File: config.mk
export PLATFORM = sky130hd
export DESIGN_NAME = rv_wb_arbiter
export DESIGN_NICKNAME = d
export VERILOG_FILES = /design/src/rtl/rv_wb_pkg.sv /design/src/rtl/rv_rr_select.sv /design/src/rtl/rv_wb_arbiter.sv
export SDC_FILE = /design/constraint.sdc
export NUM_CORES = 1
export LEC_CHECK = 0
export BUFFER_PORTS_ARGS = -buffer_cell sky130_fd_sc_hd__buf_2
export CORE_MARGIN = 8
export CORE_UTILIZATION = 25
export CTS_CLUSTER_DIAMETER = 40
export CTS_CLUSTER_SIZE = 28
export DETAILED_ROUTE_END_ITERATION = 10
export PLACE_DENSITY = 0.56
export SYNTH_ARGS = -nofsm -noshare
export SYNTH_HDL_FRONTEND = slang
export SYNTH_SLANG_ARGS = --single-unit
export TNS_END_PERCENT = 100
File: constraint.sdc
create_clock -name i_clk -period 3.1 [get_ports i_clk]
set_input_delay 0.31 -clock i_clk [delete_from_list [all_inputs] [get_ports i_clk]]
set_output_delay 0.31 -clock i_clk [all_outputs]
set_load 0.005 [all_outputs]
File: src/rtl/rv_wb_pkg.sv
`default_nettype none
// ============================================================================
// rv_wb_pkg : shared types and helpers for the Wishbone master arbiter
// Revision  : 1.0
// ============================================================================
package rv_wb_pkg;

  typedef enum logic {
    ARB_FIXED = 1'b0,
    ARB_RR    = 1'b1
  } arb_mode_t;

  typedef enum logic {
    ST_IDLE = 1'b0,
    ST_BUSY = 1'b1
  } wb_arb_state_t;

  function automatic int sel_w(input int data_w);
    return data_w / 8;
  endfunction

endpackage
`default_nettype wire

File: src/rtl/rv_rr_select.sv
`default_nettype none
// ============================================================================
// rv_rr_select : combinational fixed-priority / round-robin request picker
// Revision     : 1.0
// ============================================================================
module rv_rr_select
  import rv_wb_pkg::*;
#(
  parameter int N_PORTS = 2,
  parameter int PTR_W   = 1
) (
  input  logic [N_PORTS-1:0] req,
  input  logic [PTR_W-1:0]   base,
  input  arb_mode_t          mode,
  output logic [N_PORTS-1:0] grant,
  output logic [PTR_W-1:0]   idx
);

  // Round-robin searches upward from the slot after the last winner.
  always_comb begin
    int   start;
    int   j;
    logic found;
    grant = '0;
    idx   = '0;
    found = 1'b0;
    j     = 0;
    start = (mode == ARB_RR) ? (int'(base) + 1) % N_PORTS : 0;
    for (int k = 0; k < N_PORTS; k++) begin
      j = (start + k) % N_PORTS;
      if (!found && req[j]) begin
        found    = 1'b1;
        grant[j] = 1'b1;
        idx      = PTR_W'(j);
      end
    end
  end

endmodule
`default_nettype wire

File: src/rtl/rv_wb_arbiter.sv
`default_nettype none
// ============================================================================
// rv_wb_arbiter : N-port Wishbone B4 classic master arbiter with watchdog
// Revision      : 1.0
// ============================================================================
module rv_wb_arbiter
  import rv_wb_pkg::*;
#(
  parameter int N_PORTS        = 2,
  parameter int ADDR_W         = 32,
  parameter int DATA_W         = 32,
  parameter int ARB_MODE       = 0,
  parameter int TIMEOUT_CYCLES = 0
) (
  input  logic                            i_clk,
  input  logic                            i_reset_n,
  input  logic [N_PORTS-1:0]              i_req,
  input  logic [N_PORTS*ADDR_W-1:0]       i_addr,
  input  logic [N_PORTS*DATA_W-1:0]       i_wdata,
  input  logic [N_PORTS-1:0]              i_we,
  input  logic [N_PORTS*sel_w(DATA_W)-1:0] i_sel,
  output logic [N_PORTS-1:0]              o_ack,
  output logic [N_PORTS-1:0]              o_err,
  output logic [DATA_W-1:0]               o_rdata,
  output logic [N_PORTS-1:0]              o_grant,
  output logic [ADDR_W-1:0]               o_wb_adr,
  output logic [DATA_W-1:0]               o_wb_dat,
  output logic                            o_wb_we,
  output logic [sel_w(DATA_W)-1:0]        o_wb_sel,
  output logic                            o_wb_stb,
  output logic                            o_wb_cyc,
  input  logic [DATA_W-1:0]               i_wb_dat,
  input  logic                            i_wb_ack,
  input  logic                            i_wb_err
);

  localparam int        SEL_W = sel_w(DATA_W);
  localparam int        PTR_W = $clog2(N_PORTS);
  localparam arb_mode_t MODE  = (ARB_MODE == 1) ? ARB_RR : ARB_FIXED;

  wb_arb_state_t      state, state_nxt;
  logic [N_PORTS-1:0] grant_q, pick_oh;
  logic [PTR_W-1:0]   ptr_q, pick_idx;
  logic [ADDR_W-1:0]  adr_q, pick_adr;
  logic [DATA_W-1:0]  dat_q, pick_dat;
  logic [SEL_W-1:0]   sel_q, pick_sel;
  logic               we_q, pick_we;
  logic               tmo_hit;

  rv_rr_select #(
    .N_PORTS(N_PORTS),
    .PTR_W  (PTR_W)
  ) u_select (
    .req  (i_req),
    .base (ptr_q),
    .mode (MODE),
    .grant(pick_oh),
    .idx  (pick_idx)
  );

  always_comb begin
    pick_adr = '0;
    pick_dat = '0;
    pick_sel = '0;
    pick_we  = 1'b0;
    for (int i = 0; i < N_PORTS; i++) begin
      if (pick_oh[i]) begin
        pick_adr = i_addr[i*ADDR_W +: ADDR_W];
        pick_dat = i_wdata[i*DATA_W +: DATA_W];
        pick_sel = i_sel[i*SEL_W +: SEL_W];
        pick_we  = i_we[i];
      end
    end
  end

  // Counter idles at zero so it starts fresh on every BUSY entry.
  if (TIMEOUT_CYCLES > 0) begin : g_tmo
    localparam int CNT_W = $clog2(TIMEOUT_CYCLES + 1);
    logic [CNT_W-1:0] cnt_q;
    always_ff @(posedge i_clk or negedge i_reset_n) begin
      if (!i_reset_n)             cnt_q <= '0;
      else if (state == ST_IDLE)  cnt_q <= '0;
      else                        cnt_q <= cnt_q + 1'b1;
    end
    assign tmo_hit = (cnt_q == CNT_W'(TIMEOUT_CYCLES - 1));
  end else begin : g_no_tmo
    assign tmo_hit = 1'b0;
  end

  always_ff @(posedge i_clk or negedge i_reset_n) begin
    if (!i_reset_n) begin
      state   <= ST_IDLE;
      grant_q <= '0;
      ptr_q   <= PTR_W'(N_PORTS - 1);
      adr_q   <= '0;
      dat_q   <= '0;
      sel_q   <= '0;
      we_q    <= 1'b0;
    end else begin
      state <= state_nxt;
      if (state == ST_IDLE && |i_req) begin
        grant_q <= pick_oh;
        ptr_q   <= pick_idx;
        adr_q   <= pick_adr;
        dat_q   <= pick_dat;
        sel_q   <= pick_sel;
        we_q    <= pick_we;
      end
    end
  end

  // err dominates ack; ack dominates a coincident timeout.
  always_comb begin
    state_nxt = state;
    o_wb_cyc  = 1'b0;
    o_wb_stb  = 1'b0;
    o_wb_we   = 1'b0;
    o_grant   = '0;
    o_ack     = '0;
    o_err     = '0;
    case (state)
      ST_IDLE: begin
        if (|i_req) state_nxt = ST_BUSY;
      end
      ST_BUSY: begin
        o_wb_cyc = 1'b1;
        o_wb_stb = 1'b1;
        o_wb_we  = we_q;
        o_grant  = grant_q;
        if (i_wb_err || (tmo_hit && !i_wb_ack)) begin
          o_err     = grant_q;
          state_nxt = ST_IDLE;
        end else if (i_wb_ack) begin
          o_ack     = grant_q;
          state_nxt = ST_IDLE;
        end
      end
      default: state_nxt = ST_IDLE;
    endcase
  end

  assign o_wb_adr = adr_q;
  assign o_wb_dat = dat_q;
  assign o_wb_sel = sel_q;
  assign o_rdata  = i_wb_dat;

endmodule
`default_nettype wire
==> flow_summary.toml <==
[outcome]
outcome = "finished, final reports clean"

[synth]
syn_nets = 545
synth_cell_types = 22
synthSimpleGateAreaFrac_pct = 8.99
synth-xor-area-share_pct = 0
ys_warn_count = 0
yosys-mux-area-fraction_pct = 0
syn_area_per_cell_sq_um = 10.2
synth_compound_area_share_pct = 29.8
synth_cells = 369
synth_top_family_by_area = "compound AO/OA/AOI/OAI gates"
syn_area_sq_mm = 0.00377
synth-seq-cells = 72
synthAdderAreaFrac_pct = 0
ys_seq_area_share_pct = 47.8

[setup_path]
slowest_stage = "dfrtp_1"
path_class = "register to output pin"
critPathBufInv = 2
cp.arrival_ns = 1.83
required_ns = 2.79
crit_fanout = 36
cp_top_family = "buffers and inverters"
crit_chain = "inv_2 -> nor4b_1 -> buf_2"
max_stage_delay_ns = 0.52
start_kind = "register"
end_kind = "output pin"

[route]
drtIter0Drc = 153
first_pass_iters = 4
ant_nets = 0
drc = 0
viasPerCell = 5.15
totalWireLength_mm = 13.3
vias = 3733
routedWlPerCell_um = 18.4

[job]
max-cap-violations = 0

[cells_and_area]
area_delta_synth_final_pct = 32.5
final_cell_mix = "buf_2 (219), dfrtp_1 (72), nor2_1 (70), o22ai_1 (69), o32ai_1 (60)"
diodes = 0
final_net_count = 708
final_cell_area_sq_mm = 0.00500
drive_above_1_share_pct = 47.1
fin_cells = 725
final_common_cell = "buf_2"

[floorplanning]
start_util_pct = 25.2
dieArea_sq_mm = 0.0193
fp-row-count = 45
fp.dieH_um = 139
fp.dieW_um = 139
coreArea_sq_mm = 0.0150
io-pin-count = 285

[grt]
antenna_found_initial = 0
grt_pass1_vias = 4207
grt_start_max_net_pins = 73
track_usage_pct = 13.7
overflow = 0
grt_pass1_wl_mm = 21.6

[placement]
place_congestion = 0.805
dpl-instance-area_sq_mm = 0.00465
dp_hpwl_mm = 9.39
portBuffers = 220
placed_cells = 709

[min_path]
hold_class = "input port to async pin"

[power]
power_density_mw_per_mm2 = 762
cellInternalPower_mw = 2.59
swShare_pct = 32.0
power_frac_clock_pct = 31.6
total_power_mw = 3.81
share_comb_of_total_power_pct = 28.9
power_frac_seq_pct = 39.5
peakVddDrop_uv = 312
p_leak_nw = 2.23
p_sw_mw = 1.22

[sta]
grt_setup_unrepaired = "false"
setup_viol = 0
fmax_mhz = 468
fin_crit_sh_pct = 68.9
maxSlewHeadroom_pct = 38.3
setup_tns_ns = 0
finClkSkew_ns = 0.00812
finalCriticalPeriod_ns = 2.14
hold_viol = 0
maxSlewViolCount = 0
tightest_slew_ns = 0.925

[clock_tree]
cts_tree = "done"
cts.sinks = 72
path_clk_slew_ns = 0.06
post_cts_resized = 0
numCtsBuffers = 9
clock_path_buffers = 2
cts_setup_buffers = 0
clock_latency_ns = 0.34
root_buffer = "clkbuf_16"
hold_buffers = 0
htreeDepth = 3
-- power by group through the flow --
stage          clock, mW  sequential, mW  combinational [mW]
6_report            1.21            1.50                1.10
5_1_grt             1.30            1.55                1.23
4_1_cts             1.24            1.50                1.13
3_5_place_dp           0            1.51                1.13
3_3_place_gp           0            1.50                1.11
2_1_floorplan          0            1.50               0.591
-- flip-flops by register name, summed over array words and instances (netlist names) --
signal / count
grant_q: 2
state: 1
we_q: 1
o_wb_sel: 4
o_wb_dat: 32
o_wb_adr: 32
-- cell usage after synthesis, drive strengths merged --
cell type	instances	area share (%)
nand2b	2	0.53
dfrtp	72	48
and3b	1	0.23
buf	62	12
o21a	1	0.20
a21boi	1	0.20
clkbuf	11	1.1
or2	1	0.17
and2	2	0.33
and3	2	0.33
nor2	70	7.0
inv	2	0.20
o21ai	1	0.13
nand2	2	0.20
o22ai	69	11
nor4b	1	0.23
o32ai	69	18
-- worst reg2reg max path: cells and delay by family, from the launching register on --
family	cells	cell delay [ns]
AO/OA/AOI/OAI	1	0.18
buffers and inverters	2	1.03
flip-flops	1	0.49
AND/OR/NAND/NOR	1	0.12
-- cell families (layout without fill, tap and decap cells) --
| kind of cell | after synthesis | in the layout |
|---|---|---|
| flip-flops | 72 | 72 |
| AND/OR/NAND/NOR | 81 | 81 |
| buffers and inverters | 75 | 243 |
| AO/OA/AOI/OAI | 141 | 141 |
-- through the flow --
stage                     util (%)  worst slack [ns]  hold WS, ns
final                         33.4             0.963        0.113
after global placement        31.1              1.23        0.471
after detailed placement      31.1              1.17        0.479
after floorplan                  -              1.78       0.0144
after CTS                     33.4             0.879        0.143
after global routing          33.4             0.760        0.191
-- per-layer routing --
layer | part of all wire [%] | up-vias | GRT usage [%]
li1 | - | 1734 | -
met1 | 41 | 1811 | 14.5
met2 | 51 | 141 | 24.8
met3 | 5.7 | 47 | 3.61
met4 | 2.8 | 0 | 6.64
met5 | 0 | - | 0
-- final timing paths --
kind                                   startpoint                  endpoint  slack [ns]  cells past startpoint
max in group asynchronous               i_reset_n    grant_q[1]$_DFFE_PN0P_        2.39                      1
min                                     i_reset_n  o_wb_adr[23]$_DFFE_PN0P_        0.11                      1
min reg2reg                grant_q[0]$_DFFE_PN0P_    grant_q[0]$_DFFE_PN0P_        0.49                      2
max                               state$_DFF_PN0_                  o_ack[1]        0.96                      3
max reg2reg                       state$_DFF_PN0_   o_wb_dat[5]$_DFFE_PN0P_        1.21                      4
min in group i_clk                     i_wdata[8]   o_wb_dat[8]$_DFFE_PN0P_        0.21                      3
-- final cells by class --
type	instances	area, sq um
Clock buffer	11	243
Clock inverter	5	104
Fill cell	1576	9980
Inverter	2	7.51
Multi-Input combinational cell	222	1470
Sequential cell	72	1800
Tap cell	188	235
Timing Repair Buffer	225	1140
Note: power is estimated with default switching activity, not from simulation.
